**config.mk**
```make
export PLATFORM = sky130hd
export DESIGN_NAME = axi4_lite_rd_seq
export DESIGN_NICKNAME = d
export VERILOG_FILES = /design/src/rtl/axi_user_pkg.sv /design/src/rtl/sync_fifo.sv /design/src/rtl/axi4_lite_rd_seq.sv
export SDC_FILE = /design/constraint.sdc
export NUM_CORES = 1
export LEC_CHECK = 0
export BUFFER_PORTS_ARGS = -buffer_cell sky130_fd_sc_hd__buf_2
export CORE_UTILIZATION = 55
export DETAILED_ROUTE_END_ITERATION = 10
export MAX_ROUTING_LAYER = met4
export PLACE_DENSITY = 0.83
export SLEW_MARGIN = 20
export SYNTH_ARGS = -nofsm -noshare
export SYNTH_HDL_FRONTEND = slang
export SYNTH_SLANG_ARGS = --single-unit
```
**constraint.sdc**
```tcl
create_clock -name m_aclk -period 3.4 [get_ports m_aclk]
set_clock_uncertainty 0.1 [all_clocks]
set_input_delay 0.17 -clock m_aclk [delete_from_list [all_inputs] [get_ports m_aclk]]
set_output_delay 0.17 -clock m_aclk [all_outputs]
set_load 0.02 [all_outputs]
```
**src/rtl/axi_user_pkg.sv**
```systemverilog
// Shared definitions for the single-beat read sequencer: FSM encodings and defaults.
package axi_user_pkg;

    typedef enum logic [1:0] {
        ST_IDLE   = 2'd0,
        ST_CHECK  = 2'd1,
        ST_ISSUE  = 2'd2,
        ST_FINISH = 2'd3
    } rd_seq_state_e;

    localparam int unsigned ADDR_STEP_DEFAULT  = 4;
    localparam int unsigned FIFO_DEPTH_DEFAULT = 4;

endpackage

```
**src/rtl/sync_fifo.sv**
```systemverilog
// Single-clock FIFO with a registered head-of-queue output (show-ahead).
module sync_fifo #(
    parameter int WIDTH = 32,
    parameter int DEPTH = 4
) (
    input  logic                     clk,
    input  logic                     rst_n,
    input  logic                     push,
    input  logic                     pop,
    input  logic [WIDTH-1:0]         din,
    output logic [WIDTH-1:0]         dout,
    output logic                     full,
    output logic                     empty,
    output logic [$clog2(DEPTH):0]   count
);

    localparam int PW = $clog2(DEPTH);

    logic [WIDTH-1:0] mem [DEPTH];
    logic [PW-1:0]    wr_ptr;
    logic [PW-1:0]    rd_ptr;
    logic [PW-1:0]    rd_ptr_n;
    logic [PW:0]      count_n;
    logic [WIDTH-1:0] dout_n;
    logic             push_ok;
    logic             pop_ok;

    assign full    = (count == (PW+1)'(DEPTH));
    assign empty   = (count == '0);
    // A push into a full FIFO is accepted only when the head leaves in the same cycle.
    assign push_ok = push && (!full || pop);
    assign pop_ok  = pop && !empty;

    always_comb begin
        rd_ptr_n = rd_ptr + PW'(pop_ok);
        count_n  = count + (PW+1)'(push_ok) - (PW+1)'(pop_ok);
        dout_n   = dout;
        if (count_n != '0) begin
            // The next head is either the word being written now or already in storage.
            if (push_ok && (wr_ptr == rd_ptr_n)) begin
                dout_n = din;
            end else begin
                dout_n = mem[rd_ptr_n];
            end
        end
    end

    always_ff @(posedge clk) begin
        if (push_ok) begin
            mem[wr_ptr] <= din;
        end
    end

    always_ff @(posedge clk or negedge rst_n) begin
        if (!rst_n) begin
            wr_ptr <= '0;
            rd_ptr <= '0;
            count  <= '0;
            dout   <= '0;
        end else begin
            if (push_ok) begin
                wr_ptr <= wr_ptr + PW'(1);
            end
            rd_ptr <= rd_ptr_n;
            count  <= count_n;
            dout   <= dout_n;
        end
    end

endmodule

```
**src/rtl/axi4_lite_rd_seq.sv**
```systemverilog
// Issues num_words single-beat reads from base_addr and streams the returned data
// through a FIFO; reads are only issued while the FIFO has room for the result.
module axi4_lite_rd_seq
    import axi_user_pkg::*;
#(
    parameter int unsigned FIFO_DEPTH = FIFO_DEPTH_DEFAULT,
    parameter int unsigned ADDR_STEP  = ADDR_STEP_DEFAULT
) (
    input  logic                          m_aclk,
    input  logic                          m_arst_n,
    input  logic                          start,
    input  logic [31:0]                   base_addr,
    input  logic [15:0]                   num_words,
    output logic                          busy,
    output logic                          done,
    output logic [31:0]                   rd_addr,
    output logic                          rd_valid,
    input  logic [31:0]                   rd_data,
    input  logic                          rd_ready,
    output logic [31:0]                   out_data,
    output logic                          out_valid,
    input  logic                          out_ready,
    output rd_seq_state_e                 dbg_state,
    output logic [$clog2(FIFO_DEPTH):0]   dbg_fifo_count
);

    // Handshakes: rd_valid/rd_addr are registered and held until the engine returns a
    // one-cycle rd_ready (rd_data valid in that cycle); a stream beat transfers on the
    // rising edge where out_valid && out_ready are both high.

    rd_seq_state_e state, state_n;
    logic [31:0]   addr_r, addr_n;
    logic [15:0]   remaining_r, remaining_n;
    logic [31:0]   rd_addr_n;
    logic          rd_valid_n;
    logic          busy_n;
    logic          done_n;
    logic          fifo_push;
    logic          fifo_pop;
    logic          fifo_full;
    logic          fifo_empty;

    assign dbg_state = state;
    assign out_valid = !fifo_empty;
    assign fifo_pop  = out_valid && out_ready;

    always_comb begin
        state_n     = state;
        addr_n      = addr_r;
        remaining_n = remaining_r;
        rd_addr_n   = rd_addr;
        rd_valid_n  = rd_valid;
        busy_n      = busy;
        done_n      = 1'b0;
        fifo_push   = 1'b0;
        case (state)
            ST_IDLE: begin
                if (start) begin
                    addr_n      = base_addr;
                    remaining_n = num_words;
                    busy_n      = 1'b1;
                    state_n     = ST_CHECK;
                end
            end
            ST_CHECK: begin
                if (remaining_r == '0) begin
                    done_n  = 1'b1;
                    state_n = ST_FINISH;
                end else if (!fifo_full) begin
                    // One free slot guarantees the returning word has a place to land.
                    rd_valid_n = 1'b1;
                    rd_addr_n  = addr_r;
                    state_n    = ST_ISSUE;
                end
            end
            ST_ISSUE: begin
                if (rd_ready) begin
                    rd_valid_n  = 1'b0;
                    fifo_push   = 1'b1;
                    addr_n      = addr_r + ADDR_STEP;
                    remaining_n = remaining_r - 16'd1;
                    state_n     = ST_CHECK;
                end
            end
            ST_FINISH: begin
                busy_n  = 1'b0;
                state_n = ST_IDLE;
            end
            default: state_n = ST_IDLE;
        endcase
    end

    always_ff @(posedge m_aclk or negedge m_arst_n) begin
        if (!m_arst_n) begin
            state       <= ST_IDLE;
            addr_r      <= '0;
            remaining_r <= '0;
            rd_addr     <= '0;
            rd_valid    <= 1'b0;
            busy        <= 1'b0;
            done        <= 1'b0;
        end else begin
            state       <= state_n;
            addr_r      <= addr_n;
            remaining_r <= remaining_n;
            rd_addr     <= rd_addr_n;
            rd_valid    <= rd_valid_n;
            busy        <= busy_n;
            done        <= done_n;
        end
    end

    sync_fifo #(
        .WIDTH(32),
        .DEPTH(int'(FIFO_DEPTH))
    ) u_fifo (
        .clk   (m_aclk),
        .rst_n (m_arst_n),
        .push  (fifo_push),
        .pop   (fifo_pop),
        .din   (rd_data),
        .dout  (out_data),
        .full  (fifo_full),
        .empty (fifo_empty),
        .count (dbg_fifo_count)
    );

endmodule

```
Yosys cells after proc, flatten, opt, wreduce, memory -nomap -nowiden. Memories as Yosys holds them, arrays and structs flattened. A register that Yosys moved wholly into a read port is not among the register bits. Cells that the tools add are included.

Add/subtract/negate cells: 6. Equal/unequal tests: 9. Multiplexer cells: 23. Bitwise gates (word level): 2. Reduce and logical (&&, ||, !) cells: 19.

Operator list (number): $mux 32 (2); $pmux 32 s2 (1); $add 32x3->32 const B (1); $mux 16 (2); $pmux 16 s2 (1); $logic_not 16->1 (1); $sub 16x1->16 const B (1); $mux 1 (10); $reduce_and 3->1 (3); $mux 2 (4); $ne 2x2->1 const B (4); $pmux 2 s4 (1); $reduce_bool 2->1 (3); $eq 2x2->1 const B (2); $pmux 1 s2 (2); $reduce_and 4->1 (1); $add 3x1->3 (1); $eq 3x3->1 const B (1); $logic_and 1x1->1 (3); $logic_not 1->1 (3); $logic_not 3->1 (1); $ne 3x3->1 const B (1); $reduce_bool 3->1 (1); $sub 3x1->3 (1); 7 further kinds (8).

Register bits after elaboration: 92. RAM bits: 128. Bits of input ports: 85. Output and inout bits: 73. Word-level logic and storage cells: 70. Memories: 1.

Memories: u_fifo.mem (words 4, bits a word 32, rd ports 1, clocked after memory_dff 1, wr ports 1, RTL line sync_fifo.sv:19) `logic [WIDTH-1:0] mem [DEPTH];`.

Depth between registers and ports, before layout. Gate-level depths: netlist (run 1).

Depth after elaboration: 8. Gate-level depth with buffers: 12. Mapped depth without buffers: 11.

By module. From an unflattened synthesis (run 1), not the netlist that was laid out.

Cell total of the unflattened synthesis: 872. Area total of the unflattened synthesis: 11387.2 um2.

By module, submodules not included: sync_fifo (instances 1, cells each 382, area an instance 6620.1 um2); axi4_lite_rd_seq (instances 1, cells each 490, area an instance 4767.1 um2).

Least setup slack after synthesis (run 1). OpenSTA, ideal clock, no wires.

Path type: reg-to-reg. Start point: register u_fifo.count[2]. End point: register u_fifo.dout[0], read port of u_fifo.mem. Data arrival time: 3.109 ns. Data required time: 3.168 ns. Setup slack: 0.059 ns. Stages on the path, launching flop included: 12. Path buffers: 1. Period minus slack after synthesis: 3.341 ns. Path through: dfrtp_1 or3_1 and2_1 ha_1 inv_1 ha_1 fa_1 xor2_1 xnor2_1 nor3_2 clkbuf_1 o21ai_1.

Word-level cells in the longest chain between the ends: 8. Elaborated cells between the ends (all ways): 12.

RTL lines: start: declaration (RTL line sync_fifo.sv:14) `output logic [$clog2(DEPTH):0] count`; start signal: assignment (RTL line sync_fifo.sv:65) `count <= count_n;`; $logic_not 3->1 * (RTL line sync_fifo.sv:29) `assign empty = (count == '0);`; $logic_not 1->1 * (RTL line axi4_lite_rd_seq.sv:44) `assign out_valid = !fifo_empty;`; named net out_valid (RTL line axi4_lite_rd_seq.sv:21) `output logic out_valid,`; $logic_and 1x1->1 (RTL line axi4_lite_rd_seq.sv:45) `assign fifo_pop = out_valid && out_ready;`; $logic_or 1x1->1 (RTL line sync_fifo.sv:31) `assign push_ok = push && (!full || pop);`; $logic_and 1x1->1 (RTL line sync_fifo.sv:31); $add 3x1->3 (RTL line sync_fifo.sv:36) `count_n = count + (PW+1)'(push_ok) - (PW+1)'(pop_ok);`; $sub 3x1->3 * (RTL line sync_fifo.sv:36); named net u_fifo.count_n[2] (RTL line sync_fifo.sv:23) `logic [PW:0] count_n;`; $reduce_bool 3->1 * (RTL line sync_fifo.sv:38) `if (count_n != '0) begin`; end: declaration (RTL line sync_fifo.sv:11) `output logic [WIDTH-1:0] dout,`.

Mark *: on every way through the listed nets, which the timed path passes. The rest lies on a longest branch. A chain may end at the register's enable or synchronous reset.

Final worst setup path (run 1).
Start point: register u_fifo.count[0]. End point: register u_fifo.dout[25], read port of u_fifo.mem.

Word-level cells in the longest chain between the ends: 8. Elaborated cells between the ends (all ways): 12.

RTL lines (RTL line): $logic_not 3->1 (sync_fifo.sv:29); $logic_not 1->1 (sync_fifo.sv:32, axi4_lite_rd_seq.sv:44); $logic_and 1x1->1 (axi4_lite_rd_seq.sv:45); $logic_or 1x1->1 (sync_fifo.sv:31); $logic_and 1x1->1 (sync_fifo.sv:31); $add 3x1->3 (sync_fifo.sv:36); $sub 3x1->3 * (sync_fifo.sv:36); named net u_fifo.count_n[2] (sync_fifo.sv:23); $reduce_bool 3->1 * (sync_fifo.sv:38).

Marks and branches as above.

==> results.sh, run 1 <==
export IMPL_outcome="finished clean"
export IMPL_rr_endpoint="u_fifo.dout[25]$_DFFE_PN0P_"
export IMPL_htree_num_levels=1
export IMPL_ant_nets=0
export IMPL_synthesis_area_sq_mm=0.01094
export IMPL_max_freq_mhz=321.4
export IMPL_syn_avg_cell_area_sq_um=13.59
export IMPL_ys_warnings_count=0
export IMPL_timing_reg2reg_worst_path_depth=12
export IMPL_buffer_and_inverter_count_on_the_worst_path=2
export IMPL_track_usage_pct=27.96
export IMPL_grt_max_degree=110
export IMPL_synthTopCellsByArea="edfxtp_1 35%, dfrtp_1 28%, mux4_2 6.6%, mux2_1 3.3%, mux2i_1 2.9%"
export IMPL_cts_sinks=252
export IMPL_vdd_ir_drop_worst_mv=0.6495
export IMPL_detail_route_vias_per_cell=5.929
export IMPL_tightest_slew_ns=0.9251
export IMPL_grt_pass1_wl_microns=42360
export IMPL_synth_cells=805
export IMPL_grt_pass1_vias=7858
export IMPL_cp_required_ns=3.75
export IMPL_rrSetupSlack_ns=0.29
export IMPL_worst_path_dominant_cell_family="simple AND/OR/NAND/NOR gates"
export IMPL_timing_rr_start="u_fifo.count[0]$_DFF_PN0_"
export IMPL_critPathLaunchType="register"
export IMPL_wire_per_inst_microns=20.58
export IMPL_path_class="reg -> reg"
export IMPL_boundaryPins=158
export IMPL_finalWeightedCongestion=0.8955
export IMPL_worstSetupEndpoint="u_fifo.dout[25]$_DFFE_PN0P_"
export IMPL_finish_utilization_pct=71.12
export IMPL_grt_antenna_before_repair=1
export IMPL_cp_slowest_cell="dfrtp_1"
export IMPL_number_of_fillers_in_the_final_layout=1247
export IMPL_worst_endpoint_arrival_ns=3.46
export IMPL_crit_chain="or3_1 > and2_1 > ha_1 > inv_1 > ha_1 > fa_1 > xor2_1 > xnor2_1 > nor3_4 > buf_12 > nand2_1 > o21ai_1"
export IMPL_rows=51
export IMPL_power_leakage_nw=5.329
export IMPL_area_growth_syn_to_layout_pct=26.56
export IMPL_period_utilization_pct=91.52
export IMPL_drv_cap=0
export IMPL_synth_seq_cells=252
export IMPL_synth_edf_count=128
export IMPL_worst_setup_path_startpoint="u_fifo.count[0]$_DFF_PN0_"
export IMPL_maxSlewViolCount=0
export IMPL_timing_hold_worst_class="in -> reg"
export IMPL_final_report_setup_violation_count=0
export IMPL_layout_drive_gt1_share_pct=24.84
export IMPL_yosys_most_used_dff="edfxtp_1"
export IMPL_port_buffer_count=157
export IMPL_first_iter_violations=633
export IMPL_synth_async_reset_ratio_pct=49.21
export IMPL_dp_hpwl_microns=15950
export IMPL_tritoncts_clock_tree="built"
export IMPL_fp_dieH_microns=143.0
export IMPL_clk_transition_reported_paths_ns=0.07
export IMPL_clock_root_buffer="clkbuf_16"
export IMPL_cp_depth=12
export IMPL_timing_critical_path_fanout_max=64
export IMPL_cts_inserted_buffers=25
export IMPL_dieWidth_microns=143.0
export IMPL_synth_yosys_seq_area_share_pct=63.52
export IMPL_critPathMaxStageDelay_ns=0.40
export IMPL_hold_viol_final=0
export IMPL_final_setup_tns_ns=0
export IMPL_post_route_drc_count=0
export IMPL_start_util_pct=56.19
export IMPL_design_final_nets=1140
export IMPL_total_overflow_reported_by_the_global_router=0
export IMPL_detailedRoute_firstPassIterationCount=5
export IMPL_yosysUniqueCellTypes=62
export IMPL_core_sq_mm=0.01946
export IMPL_cts_setup_buffers=0
export IMPL_rsz0062_at_grt="false"
export IMPL_worstSkewPairLatency_ns=0.53
export IMPL_final_period_minus_worst_setup_slack_ns=3.112
export IMPL_sort_of_element_at_the_end_of_the_critical_path="register"
export IMPL_cellPowerDensity_mw_per_mm2=962.8
export IMPL_synth_largest_area_cell="edfxtp_1"
export IMPL_via_count=7880
export IMPL_postRouteWirelength_microns=27350
export IMPL_clock_tree_buf_depth=3
export IMPL_synth_largest_type_area_fraction_pct=35.14
export IMPL_slew_headroom_pct=38.26
export IMPL_fp_dieArea_sq_mm=0.02045
export IMPL_postSynthNetCount=900
export IMPL_most_frequent_cell_on_the_critical_path="ha_1"
-- metrics by stage --
stage	instances	setup WS [ns]	power [mW]	area (sq um)	hold slack, ns
after floorplan	805	0.05903	8.383	10940	-0.2256
after global placement	1201	0.5228	9.816	12080	0.2667
after detailed placement	1201	0.3910	10.02	12080	0.2695
after CTS	1328	0.3465	13.26	13840	0.02121
after global routing	1329	0.1228	14.00	13840	0.07943
final	1329	0.2882	13.33	13840	0.03367
-- cells by family after synthesis --
family | synth area share [%]
DFF | 63.52
and+or+nand+nor | 9.495
AOI/OAI and AO/OA | 9.725
muxes | 12.81
buffers and inverters | 2.757
adders and majority gates | 1.213
xor gates and xnor gates | 0.4806
-- flip-flops by register name, indices dropped and copies added, names as in the netlist --
name / count
addr_r: 32
busy: 1
dbg_state: 2
done: 1
rd_addr: 32
rd_valid: 1
remaining_r: 16
u_fifo.count: 3
u_fifo.dout: 32
u_fifo.mem: 128
u_fifo.rd_ptr: 2
u_fifo.wr_ptr: 2
-- area by class of cell --
type,count,area [sq um],share of cell area [%]
flip-flops and latches,252,6947,50.19
clock inverters,13,262.8,1.898
repair buffers,260,1823,13.17
diodes,1,2.502,0.01808
well taps,265,331.6,2.395
inverters,15,56.30,0.4068
multi-input cells,491,3747,27.07
clock buffers,32,671.9,4.854
-- power by group --
group / switching [mW] / leakage [nW] / internal [mW]
registers: 0.717 / 2.60 / 4.12
clock network: 1.19 / 0.457 / 1.94
logic: 3.14 / 2.27 / 2.22
total: 5.05 / 5.33 / 8.28
-- cells in the mapped netlist, drive strengths merged, types with 10 or more instances --
cell,number
mux4,32
a21oi,39
buf,12
nand4,10
nor3,17
o21ai,65
and2,10
mux2i,32
dfrtp,124
clkbuf,35
nand2,83
mux2,32
inv,15
edfxtp,128
nand3,18
nor2,31
o22ai,16
-- routing by layer --
layer,track usage [%],vias to the layer above,share of wire [%]
li1,-,3542,-
met1,35.76,3861,40
met2,44.88,407,49
met3,5.298,70,8.0
met4,9.904,0,2.7
met5,-,-,0
-- how the worst min path moves through the flow --
stage | start | end | slack [ns] | cells past startpoint
final | base_addr[13] | addr_r[13]$_DFFE_PN0P_ | 0.03 | 4
after global routing | base_addr[13] | addr_r[13]$_DFFE_PN0P_ | 0.08 | 4
after CTS | base_addr[13] | addr_r[13]$_DFFE_PN0P_ | 0.02 | 4
after detailed placement | base_addr[0] | addr_r[0]$_DFFE_PN0P_ | 0.27 | 3
after global placement | base_addr[0] | addr_r[0]$_DFFE_PN0P_ | 0.27 | 3
after floorplan | m_arst_n | addr_r[0]$_DFFE_PN0P_ | -0.23 | 0
-- cells in the final DEF (no fill, tap or decap), drive strengths merged, types with 17 or more instances in the layout --
master / synthesis / final
buf: 12 / 177
edfxtp: 128 / 128
dfrtp: 124 / 124
nand2: 83 / 83
dlygate4sd3: 0 / 82
o21ai: 65 / 65
a21oi: 39 / 39
clkbuf: 35 / 33
mux4: 32 / 32
mux2i: 32 / 32
mux2: 32 / 32
nor2: 31 / 31
nand3: 18 / 18
nor3: 17 / 17
-- what timing repair did --
item                                   4_1_cts  5_1_grt
setup endpoints to repair                    0        0
hold buffers                                82        0
endpoints found under the hold margin      316        0
gates resized for setup                      0        0
-- worst min-delay path, cell delays in order --
cell and delay [ns]:
buf_2 0.09, or3_1 0.09, o21ai_0 0.07, a211oi_1 0.18
(Power assumes the default switching activity.)
==> inputs of run 2 (changes only) <==
--- a/config.mk
+++ b/config.mk
@@ -6,10 +6,10 @@
 export NUM_CORES = 1
 export LEC_CHECK = 0
 export BUFFER_PORTS_ARGS = -buffer_cell sky130_fd_sc_hd__buf_2
-export CORE_UTILIZATION = 55
+export CORE_UTILIZATION = 57
 export DETAILED_ROUTE_END_ITERATION = 10
 export MAX_ROUTING_LAYER = met4
-export PLACE_DENSITY = 0.83
+export PLACE_DENSITY = 0.86
 export SLEW_MARGIN = 20
 export SYNTH_ARGS = -nofsm -noshare
 export SYNTH_HDL_FRONTEND = slang
==> run 2 against run 1 <==
Against the previous run:
- critical path depth rose by 1
- sequential share of layout area increased by 0.24 points
- highest routed layer unchanged
- count of clock-buffer cells in the layout up 2
- setup slack worse by 0.12 ns
- cell count down 2.3%
- via count increased by 1.8%
==> results.sh, run 2 (synthesis results as in run 1) <==
export IMPL_outcome="finished clean"
export IMPL_detail_route_vias_per_cell=6.178
export IMPL_worst_setup_path_startpoint="u_fifo.count[2]$_DFF_PN0_"
export IMPL_swShare_pct=38.53
export IMPL_tritoncts_clock_tree="built"
export IMPL_layout_drive_gt1_share_pct=25.47
export IMPL_grt_pass1_vias=8219
export IMPL_worst_hold_startpoint="base_addr[30]"
export IMPL_final_period_minus_worst_setup_slack_ns=3.231
export IMPL_detailedRoute_firstPassIterationCount=7
export IMPL_period_utilization_pct=95.03
export IMPL_largest_register="u_fifo.mem"
export IMPL_postRouteWirelength_microns=28410
export IMPL_total_overflow_reported_by_the_global_router=0
export IMPL_total_power_mw=13.41
export IMPL_dp_slack_ns=0.2406
export IMPL_worstSkewPairLatency_ns=0.53
export IMPL_tightest_slew_ns=0.8177
export IMPL_clock_tree_buf_depth=3
export IMPL_crit_chain="or3_1 > and2_1 > ha_1 > inv_1 > ha_1 > fa_1 > xor2_1 > xnor2_1 > nor3_4 > buf_4 > clkbuf_16 > nand2_1 > o21ai_1"
export IMPL_cp_required_ns=3.75
export IMPL_hold_viol_final=0
export IMPL_area_growth_syn_to_layout_pct=25.99
export IMPL_fp_dieArea_sq_mm=0.01975
export IMPL_timing_hold_worst_class="in -> reg"
export IMPL_dp_hpwl_microns=15750
export IMPL_vdd_ir_drop_worst_mv=0.7040
export IMPL_critPathMaxStageDelay_ns=0.46
export IMPL_number_of_fillers_in_the_final_layout=1101
export IMPL_timing_critical_path_fanout_max=16
export IMPL_power_switching_mw=5.166
export IMPL_rsz0062_at_grt="false"
export IMPL_track_usage_pct=29.76
export IMPL_htree_num_levels=1
export IMPL_layout_common_cells="156 x buf_2, 128 x edfxtp_1, 123 x dfrtp_1"
export IMPL_fin_ws_ns=0.1689
export IMPL_cts_inserted_buffers=26
export IMPL_grt_antenna_before_repair=1
export IMPL_fp_dieH_microns=140.5
export IMPL_post_route_drc_count=0
export IMPL_wire_per_inst_microns=21.87
export IMPL_worst_path_dominant_cell_family="simple AND/OR/NAND/NOR gates"
export IMPL_worst_endpoint_arrival_ns=3.58
export IMPL_core_sq_mm=0.01877
export IMPL_first_iter_violations=752
export IMPL_most_common_cell_after_layout_fill_and_taps_aside="buf_2"
export IMPL_maxSlewViolCount=0
export IMPL_clk_transition_reported_paths_ns=0.06
export IMPL_grt_pass1_wl_microns=43980
export IMPL_max_freq_mhz=309.5
export IMPL_rows=50
export IMPL_final_report_setup_violation_count=0
export IMPL_ant_nets=0
export IMPL_cts_sinks=252
export IMPL_drv_cap=0
export IMPL_buffer_and_inverter_count_on_the_worst_path=3
export IMPL_critPathLaunchType="register"
export IMPL_design_final_nets=1139
export IMPL_inst_count_dp=1168
export IMPL_start_util_pct=58.27
export IMPL_number_of_flip_flops_in_the_largest_register=128
export IMPL_path_class="reg -> reg"
export IMPL_via_count=8025
export IMPL_cellPowerDensity_mw_per_mm2=973.0
export IMPL_power_report_internal_total_mw=8.241
export IMPL_final_setup_tns_ns=0
export IMPL_finalWeightedCongestion=0.8910
export IMPL_instances_no_fill=1299
export IMPL_timing_rr_start="u_fifo.count[2]$_DFF_PN0_"
export IMPL_power_share_combinational_pct=40.7
export IMPL_sort_of_element_at_the_end_of_the_critical_path="register"
export IMPL_cp_slowest_cell="dfrtp_2"
export IMPL_worst_case_hold_slack_ns=0.02040
export IMPL_most_frequent_cell_on_the_critical_path="ha_1"
export IMPL_slew_headroom_pct=45.49
export IMPL_port_buffer_count=157
export IMPL_share_seq_of_total_power_pct=36.5
export IMPL_dieWidth_microns=140.5
export IMPL_boundaryPins=158
export IMPL_clock_root_buffer="clkbuf_16"
export IMPL_power_leakage_nw=5.327
export IMPL_grt_max_degree=77
export IMPL_power_share_clock_pct=22.8
-- run 2: cell type report --
type	count	area [sq um]	share of cell area, %
Clock inverter	14	183.9	1.335
Clock buffer	34	742.0	5.385
Sequential cell	252	6948	50.42
Inverter	15	56.30	0.4086
Tap cell	234	292.8	2.125
Multi-Input combinational cell	491	3747	27.20
Antenna cell	1	2.502	0.01816
Timing Repair Buffer	258	1807	13.11
-- run 2: worst paths after layout --
check	end	slack, ns	cells after the start
min in group asynchronous	rd_addr[8]$_DFFE_PN0P_	0.11	2
setup / recovery	u_fifo.dout[10]$_DFFE_PN0P_	0.17	13
setup reg to reg	u_fifo.dout[10]$_DFFE_PN0P_	0.17	13
max in group asynchronous	u_fifo.count[2]$_DFF_PN0_	2.21	3
hold reg to reg	rd_addr[23]$_DFFE_PN0P_	0.38	1
hold / removal	addr_r[30]$_DFFE_PN0P_	0.02	4
-- run 2: stage by stage --
step | cell area (sq um) | utilization [%]
3_3_place_gp | 12010 | 64.00
2_1_floorplan | 10940 | -
4_1_cts | 13730 | 73.15
3_5_place_dp | 12010 | 64.00
5_1_grt | 13780 | 73.42
6_report | 13780 | 73.42
-- run 2: what timing repair did --
action | 4_1_cts | 5_1_grt
hold endpoints to repair | 254 | 0
buffers inserted | 0 | 1
hold buffers | 79 | 0
resized for setup | 0 | 2
setup endpoints to repair | 0 | 1
-- run 2: worst register-to-register path, stage by stage, from the launching register on --
cell and delay (ns):
dfrtp_2 0.46, or3_1 0.41, and2_1 0.18, ha_1 0.26, inv_1 0.04, ha_1 0.20
fa_1 0.38, xor2_1 0.16, xnor2_1 0.18, nor3_4 0.26, buf_4 0.19, clkbuf_16 0.19
nand2_1 0.08, o21ai_1 0.08
-- run 2: per-layer routing --
layer | vias up | part of all wire, % | GRT usage, %
li1 | 3541 | - | -
met1 | 3986 | 39 | 37.35
met2 | 424 | 50 | 48.82
met3 | 74 | 7.8 | 4.821
met4 | 0 | 3.7 | 11.84
met5 | - | 0 | -
-- run 2: power groups by stage --
stage          registers (mW)  clock network [mW]  logic (mW)
2_1_floorplan            5.19                   0        3.19
3_3_place_gp             4.85                   0        4.87
3_5_place_dp             4.88                   0        5.08
4_1_cts                  4.84                3.06        5.21
5_1_grt                  4.98                3.19        5.91
6_report                 4.90                3.05        5.46
==> inputs of run 3 (changes only) <==
--- a/config.mk
+++ b/config.mk
@@ -9,8 +9,8 @@
 export CORE_UTILIZATION = 57
 export DETAILED_ROUTE_END_ITERATION = 10
 export MAX_ROUTING_LAYER = met4
-export PLACE_DENSITY = 0.86
-export SLEW_MARGIN = 20
+export PLACE_DENSITY = 0.81
+export SLEW_MARGIN = 25
 export SYNTH_ARGS = -nofsm -noshare
 export SYNTH_HDL_FRONTEND = slang
 export SYNTH_SLANG_ARGS = --single-unit
==> constraint.sdc (replaced) <==
create_clock -name m_aclk -period 3.4 [get_ports m_aclk]
set_clock_uncertainty 0.1 [all_clocks]
set_input_delay 0 -clock m_aclk [delete_from_list [all_inputs] [get_ports m_aclk]]
set_output_delay 0 -clock m_aclk [all_outputs]
set_load 0.02 [all_outputs]
==> run 3 against run 2 <==
Against the previous run:
- critical path depth shrank 1
- non-clock buffer count grew 5
- first-iteration DRC count shrank 26%
- largest power group unchanged
==> results.sh, run 3 (synthesis results as in run 1) <==
export IMPL_clk_transition_reported_paths_ns=0.06
export IMPL_area_growth_syn_to_layout_pct=25.09
export IMPL_post_route_drc_count=0
export IMPL_worst_endpoint_arrival_ns=3.50
export IMPL_hold_viol_final=0
export IMPL_postRouteWirelength_microns=26310
export IMPL_grt_pass1_vias=7792
export IMPL_port_buffer_count=157
export IMPL_rr_endpoint="u_fifo.dout[23]$_DFFE_PN0P_"
export IMPL_final_report_setup_violation_count=0
export IMPL_wire_per_inst_microns=20.19
export IMPL_most_common_cell_after_layout_fill_and_taps_aside="buf_2"
export IMPL_final_period_minus_worst_setup_slack_ns=3.162
export IMPL_dp_slack_ns=0.1983
export IMPL_detail_route_vias_per_cell=6.018
export IMPL_cts_inserted_buffers=26
export IMPL_rsz0062_at_grt="false"
export IMPL_cellPowerDensity_mw_per_mm2=935.7
export IMPL_total_power_mw=12.80
export IMPL_detailedRoute_firstPassIterationCount=5
export IMPL_largest_register="u_fifo.mem"
export IMPL_finalWeightedCongestion=0.8990
export IMPL_sort_of_element_at_the_end_of_the_critical_path="register"
export IMPL_grt_antenna_before_repair=0
export IMPL_maxSlewViolCount=0
export IMPL_fp_dieH_microns=140.5
export IMPL_path_class="reg -> reg"
export IMPL_final_setup_tns_ns=0
export IMPL_first_iter_violations=560
export IMPL_layout_drive_gt1_share_pct=24.88
export IMPL_max_freq_mhz=316.2
export IMPL_power_leakage_nw=5.275
export IMPL_cp_required_ns=3.73
export IMPL_dp_hpwl_microns=15870
export IMPL_number_of_fillers_in_the_final_layout=1155
export IMPL_grt_most_used_layer="met2"
export IMPL_met1_track_usage_gr_pct=35.59
export IMPL_outcome="finished clean"
export IMPL_rows=50
export IMPL_boundaryPins=158
export IMPL_start_util_pct=58.27
export IMPL_ant_nets=0
export IMPL_timing_critical_path_fanout_max=38
export IMPL_period_utilization_pct=93.01
export IMPL_clock_tree_buf_depth=3
export IMPL_tritoncts_clock_tree="built"
export IMPL_track_usage_pct=27.87
export IMPL_via_count=7842
export IMPL_worstSkewPairLatency_ns=0.52
export IMPL_grt_pass1_wl_microns=41170
export IMPL_cts_sinks=252
export IMPL_clock_root_buffer="clkbuf_16"
export IMPL_timing_reg2reg_worst_path_depth=12
export IMPL_timing_hold_worst_class="in -> async"
export IMPL_number_of_flip_flops_in_the_largest_register=128
export IMPL_drv_cap=0
export IMPL_slew_headroom_pct=45.21
export IMPL_design_final_nets=1144
export IMPL_total_overflow_reported_by_the_global_router=0
export IMPL_layout_common_cells="156 x buf_2, 128 x edfxtp_1, 124 x dfrtp_1"
export IMPL_antenna_diode_count=0
export IMPL_timing_rr_start="u_fifo.count[2]$_DFF_PN0_"
export IMPL_critPathLaunchType="register"
export IMPL_dieWidth_microns=140.5
export IMPL_groute_layer_met2_usage_pct=45.26
export IMPL_grt_max_degree=89
export IMPL_fin_ws_ns=0.2377
export IMPL_grt_use_met3_pct=4.410
export IMPL_layout_area_seq_sq_mm=0.006947
export IMPL_tightest_slew_ns=0.8218
export IMPL_rrSetupSlack_ns=0.24
export IMPL_fp_dieArea_sq_mm=0.01975
export IMPL_htree_num_levels=1
export IMPL_core_sq_mm=0.01877
export IMPL_vdd_ir_drop_worst_mv=0.5631
export IMPL_multi_input_area_sq_mm=0.003752
==> run 3: changes by cell type in the layout (fill, tap and decap cells not counted), sizes merged <==
cell,previous run,this run
clkbuf,35,36
diode,1,0
clkinvlp,1,2
dlygate4sd3,79,84
buf,178,179
bufinv,4,1
inv,17,15
clkinv,7,9
==> run 3: how the worst max path moves through the flow <==
| stage | startpoint | cells after the start | slack [ns] | endpoint |
|---|---|---|---|---|
| 3_3_place_gp | u_fifo.count[2]$_DFF_PN0_ | 11 | 0.34 | u_fifo.dout[29]$_DFFE_PN0P_ |
| 6_report | u_fifo.count[2]$_DFF_PN0_ | 12 | 0.24 | u_fifo.dout[23]$_DFFE_PN0P_ |
| 4_1_cts | u_fifo.count[2]$_DFF_PN0_ | 12 | 0.16 | u_fifo.dout[12]$_DFFE_PN0P_ |
| 3_5_place_dp | u_fifo.count[2]$_DFF_PN0_ | 12 | 0.20 | u_fifo.dout[19]$_DFFE_PN0P_ |
| 5_1_grt | u_fifo.count[2]$_DFF_PN0_ | 12 | 0.05 | u_fifo.dout[23]$_DFFE_PN0P_ |
| 2_1_floorplan | u_fifo.count[2]$_DFF_PN0_ | 11 | 0.06 | u_fifo.dout[0]$_DFFE_PN0P_ |
==> run 3: routing by layer <==
metal  vias to the layer above  share of wire [%]  routed length [microns]
met2                       316                 49                    12970
met1                      3908                 41                    10880
li1                       3557                  -                        -
met3                        61                6.2                     1644
met4                         0                3.1                      818
met5                         -                  0                        0
==> run 3: timing repair <==
| action | 4_1_cts | 5_1_grt |
|---|---|---|
| gates resized for setup | 0 | 1 |
| setup buffers | 0 | 0 |
| endpoints found under the hold margin | 299 | 0 |
| hold buffers | 84 | 0 |
| setup endpoints to repair | 0 | 7 |
==> run 3: layout make-up <==
cell class | instances | share of cell area, %
tap | 234 | 2.140
timing repair buffer | 263 | 13.35
clock inverter | 12 | 0.6311
clock buffer | 36 | 5.259
multi-input combinational | 491 | 27.43
sequential | 252 | 50.78
inverter | 15 | 0.4116
==> run 3: stage by stage <==
stage	area, sq um	std cells	hold slack, ns	utilization [%]
2_1_floorplan	10940	805	-0.3956	-
3_3_place_gp	12030	1171	0.03213	64.10
3_5_place_dp	12030	1171	0.02807	64.10
4_1_cts	13680	1303	0.05201	72.87
5_1_grt	13680	1303	0.09077	72.89
6_report	13680	1303	0.03018	72.89
==> run 3: worst max-delay path, stage by stage (launching register included) <==
cell     delay, ns
dfrtp_1       0.46
or3_1         0.43
and2_1        0.18
ha_1          0.26
inv_1         0.04
ha_1          0.18
fa_1          0.38
xor2_1        0.17
xnor2_1       0.19
nor3_4        0.19
buf_6         0.30
nand2_1       0.10
o21ai_1       0.11
==> run 3: report_power, final <==
group	internal (mW)	switching [mW]	total [mW]
Combinational	2.21	3.02	5.23
Clock	1.55	1.15	2.70
Sequential	4.12	0.746	4.87
